==> src/rtl/perf_event_counters.sv <==
// Per-channel event counters plus a cycle counter, frozen on processor halt,
// with sticky overflow flags and a registered one-cycle read port.
module perf_event_counters #(
  parameter int NUM_CH = 6,
  parameter int CNT_W  = 32,
  parameter int SAT    = 1,
  parameter int SEL_W  = 4
) (
  input  logic              clk,
  input  logic              rst,
  input  logic              en,
  input  logic [NUM_CH-1:0] event_i,
  input  logic              halt,
  input  logic              clear,
  input  logic              rd_req,
  input  logic [SEL_W-1:0]  rd_sel,
  output logic              rd_valid,
  output logic [CNT_W-1:0]  rd_data,
  output logic              rd_err,
  output logic [NUM_CH:0]   ovf,
  output logic              frozen
);

  // state  | meaning
  // RUN    | counters advance on enabled cycles
  // FROZEN | halt seen; all counts held until clear
  typedef enum logic {RUN = 1'b0, FROZEN = 1'b1} state_e;

  state_e                       state_q, state_d;
  logic [NUM_CH:0][CNT_W-1:0]   cnt_q, cnt_d;
  logic [NUM_CH:0]              ovf_q, ovf_d;
  logic [NUM_CH:0]              inc;
  logic                         rd_valid_q, rd_valid_d;
  logic [CNT_W-1:0]             rd_data_q, rd_data_d;
  logic                         rd_err_q, rd_err_d;

  always_comb begin
    state_d = state_q;
    cnt_d   = cnt_q;
    ovf_d   = ovf_q;
    inc     = '0;
    if (clear) begin
      state_d = RUN;
      cnt_d   = '0;
      ovf_d   = '0;
    end else if (state_q == RUN) begin
      // the halting cycle itself still counts
      if (halt) state_d = FROZEN;
      if (en) inc = {1'b1, event_i};
      for (int k = 0; k <= NUM_CH; k++) begin
        if (inc[k]) begin
          if (&cnt_q[k]) begin
            ovf_d[k] = 1'b1;
            if (SAT == 0) cnt_d[k] = '0;
          end else begin
            cnt_d[k] = cnt_q[k] + CNT_W'(1);
          end
        end
      end
    end
  end

  // Reads return the post-update value so they agree with the counters one cycle later.
  always_comb begin
    rd_valid_d = rd_req;
    rd_data_d  = rd_data_q;
    rd_err_d   = rd_err_q;
    if (rd_req) begin
      rd_err_d  = (rd_sel > SEL_W'(NUM_CH));
      rd_data_d = '0;
      for (int k = 0; k <= NUM_CH; k++) begin
        if (rd_sel == SEL_W'(k)) rd_data_d = cnt_d[k];
      end
    end
  end

  always_ff @(posedge clk or negedge rst) begin
    if (!rst) begin
      state_q    <= RUN;
      cnt_q      <= '0;
      ovf_q      <= '0;
      rd_valid_q <= 1'b0;
      rd_data_q  <= '0;
      rd_err_q   <= 1'b0;
    end else begin
      state_q    <= state_d;
      cnt_q      <= cnt_d;
      ovf_q      <= ovf_d;
      rd_valid_q <= rd_valid_d;
      rd_data_q  <= rd_data_d;
      rd_err_q   <= rd_err_d;
    end
  end

  assign rd_valid = rd_valid_q;
  assign rd_data  = rd_data_q;
  assign rd_err   = rd_err_q;
  assign ovf      = ovf_q;
  assign frozen   = (state_q == FROZEN);

endmodule
==> config.mk <==
export PLATFORM = sky130hd
export DESIGN_NAME = perf_event_counters
export DESIGN_NICKNAME = d
export VERILOG_FILES = /design/src/rtl/perf_event_counters.sv
export SDC_FILE = /design/constraint.sdc
export NUM_CORES = 1
export LEC_CHECK = 0
export CORE_MARGIN = 3
export CORE_UTILIZATION = 65
export CTS_BUF_LIST = sky130_fd_sc_hd__clkbuf_4
export DETAILED_ROUTE_END_ITERATION = 12
export PLACE_DENSITY = 0.85
export SLEW_MARGIN = 20
export SYNTH_ARGS = -nofsm -noshare
export SYNTH_HDL_FRONTEND = slang
export SYNTH_SLANG_ARGS = --single-unit
==> constraint.sdc <==
create_clock -name clk -period 4.7 [get_ports clk]
set_input_delay 0.94 -clock clk [delete_from_list [all_inputs] [get_ports clk]]
set_output_delay 0.94 -clock clk [all_outputs]
set_load 0.03 [all_outputs]
==> run summary <==
Synth warnings -> 0
Max Cap Violations -> 0
post-route ant nets -> 0
GP Congestion -> 1.13
Clock Path Buffers -> 3
die area -> 0.0252 mm2
Post-Syn Instances -> 1703
Yosys top cell area share -> 0.438
synthesized area -> 0.0152 mm2
Fillers -> 1716
fraction of registers with async set/reset -> 1.00
Routed WL -> 52200 um
worst reg2reg endpoint -> rd_data[16]
DP HPWL -> 38200 um
Synth Register Bits -> 266
CP max-delay cell -> clkdlybuf4s50_1
Post-synth EDFFs -> 0
count of different cell masters after synthesis -> 78
largest net degree at the start of global routing -> 117
first-pass GRT wire length -> 80500 um
P&R area growth vs syn -> 11.8%
DP Area -> 0.0161 mm2
Post-CTS Setup Bufs -> 0
final setup fails -> 0
WS Path Type -> input port to register
Slew HR -> 0.314
Pleak -> 6.74 nW
Nets -> 1810
crit path max fanout -> 11
PortBufs -> 57
crit path launch type -> input port
PwrDens -> 286 mW/mm2
leading area contributor after synthesis -> dfrtp_1
WHS -> 314 ps
grt ovf -> 0
DRT Pass-1 Iters -> 10
final hold violations -> 0
vias in the first global route -> 13900
min Tclk post-route -> 4220 ps
GRT busiest layer -> met1
routed vias/inst -> 6.91
largest cells by area after synthesis -> dfrtp_1, nor2_1, xnor2_1
Tcrit/Tclk final -> 0.898
Critical Path Sink -> rd_data[16]
clock-pin slew on the worst setup and hold paths -> 60 ps
I/O Pins -> 58
most common cell after layout, fill and taps aside -> nor2_1
commonest non-fill, non-tap cells in the layout -> nor2_1, dfrtp_1, nand2_1
Setup WS pre-CTS -> 154 ps
WP data required -> 5260 ps
Initial DRC Count -> 2447
# DRC -> 0
crit path DAT -> 4780 ps
Slew Viols, Final -> 0
CTS Hold Bufs -> 0
Die Ht -> 159 um
reg2reg path depth -> 8
routed vias -> 14800
CTS Buf Count -> 73
Critical R2R Launch -> frozen
CTS root buf -> clkbuf_4
met3 Use GR -> 0.148
initial antenna violation count -> 1
num rows -> 55
status -> finished, final reports clean
grt met2 use -> 0.564
Worst setup EP type -> register
layout cells sized above 1 -> 0.0989
GRT Overall Usage -> 0.409
final worst slack -> 481 ps
Critical Path Max Stage Delay -> 1040 ps
CTS tree -> done
core region area -> 0.0228 mm2
worst path cell trace -> clkdlybuf4s50_1, nand3b_1, nor4b_2, inv_1, nor4_1, xnor2_1, o221ai_1, a311oi_1, nor2_1
sequential-to-total area share from yosys stat -> 0.438
unrepaired setup endpoints after global routing -> false
DR WL/cell -> 24.3 um
clk sinks -> 266
Worst Tran Pin Value -> 1030 ps
H-tree Lvls -> 3
clock skew -> 43.1 ps
GR Util met1 -> 0.577
design area -> 0.0170 mm2
Hold/Removal Path Class -> input port to async pin
Synth Flop Type -> dfrtp_1
post-route setup TNS -> 0 ps
fmax -> 0.237 GHz
post-cts resize count -> 0
Starting Density -> 0.667
Peak VDD IR -> 167 uV
clk_lat worst skew -> 710 ps
R2R Setup Slk -> 1050 ps
Avg Synthesized Cell Area -> 8.92 um2
Syn Nets -> 1726
Die Span X -> 159 um
CP startpoint -> en
==> through the flow <==
step,power [mW],util,std cells
final,4.86,0.746,2146
after global routing,5.01,0.746,2145
after CTS,4.85,0.745,2144
after detailed placement,2.79,0.706,2025
after global placement,2.78,0.706,2025
after floorplan,2.58,-,1703
==> cell families (layout without fill, tap and decap cells) <==
logic type	Yosys count	count (layout)	share of synthesized area
flip-flops	266	266	0.438
adder cells (fa/ha/maj)	7	7	0.00577
AND/OR/NAND/NOR	856	856	0.287
buffers and inverters	98	226	0.0247
XOR/XNOR	195	195	0.112
AO/OA/AOI/OAI	271	271	0.126
multiplexers	10	10	0.00667
other	0	2	0
==> how the worst min path moves through the flow <==
stage	start	endpoint	slack, ps	depth (start not counted)
6_report	rst	cnt_q[10]	310	1
3_3_place_gp	rd_data[5]	rd_data[5]	470	2
4_1_cts	rst	frozen	360	1
2_1_floorplan	cnt_q[187]	cnt_q[187]	510	2
3_5_place_dp	rd_data[4]	rd_data[4]	480	1
5_1_grt	rst	cnt_q[10]	360	1
==> where the power goes <==
part	leakage, nW	switching, mW	internal [mW]
registers	3.67	0.0335	2.32
logic	2.54	0.286	0.122
clock network	0.531	0.995	1.10
total	6.74	1.31	3.54
==> critical path: cells and delay by family <==
family | cells | cell delay (ps)
and+or+nand+nor | 4 | 1410
buffers and inverters | 2 | 1220
AOI/OAI and AO/OA | 2 | 930
xor gates and xnor gates | 1 | 280
==> registers in the layout (all words and copies together) (netlist names) <==
register / count
rd_data: 32
rd_valid: 1
ovf: 7
frozen: 1
cnt_q: 224
rd_err: 1
==> layout make-up <==
type / instances / area [um2] / share of cell area
Tap cell: 313 / 392 / 0.0231
Clock buffer: 102 / 766 / 0.0451
Timing Repair Buffer: 84 / 792 / 0.0466
Inverter: 23 / 86.3 / 0.00508
Sequential cell: 266 / 6660 / 0.392
Antenna cell: 2 / 5.00 / 0.000295
Clock inverter: 17 / 124 / 0.00729
Multi-Input combinational cell: 1339 / 8160 / 0.481
==> routing by layer <==
metal	vias up	wire, um
li1	6376	-
met1	7048	19900
met2	1149	20900
met3	255	8230
met4	0	3220
met5	-	0
==> cells in the mapped netlist (4+ instances only) <==
| master | count |
|---|---|
| nor4_1 | 34 |
| xor2_1 | 77 |
| o2111ai_1 | 4 |
| a21oi_1 | 46 |
| and2_1 | 37 |
| clkbuf_1 | 65 |
| and4_1 | 26 |
| nand2_1 | 120 |
| nand4_1 | 84 |
| o22ai_1 | 29 |
| dfrtp_1 | 266 |
| xnor2_1 | 118 |
| o31a_1 | 4 |
| ha_1 | 7 |
| o221a_2 | 13 |
| nor2_1 | 307 |
| nor3_1 | 63 |
| nand4b_1 | 4 |
| a311oi_1 | 4 |
| buf_1 | 4 |
| o21ai_0 | 57 |
| o31ai_1 | 5 |
| or3_1 | 17 |
| o211ai_1 | 9 |
| o21a_1 | 12 |
| inv_1 | 21 |
| nand2b_1 | 5 |
| nand3b_1 | 5 |
| nand3_1 | 71 |
| a211oi_1 | 16 |
| buf_2 | 5 |
| a31oi_1 | 8 |
| a2111oi_0 | 5 |
| and3_1 | 37 |
| or4_1 | 9 |
| o221ai_1 | 23 |
| a221oi_1 | 4 |
| mux2i_1 | 9 |
Power figures use the tool's default switching activity.
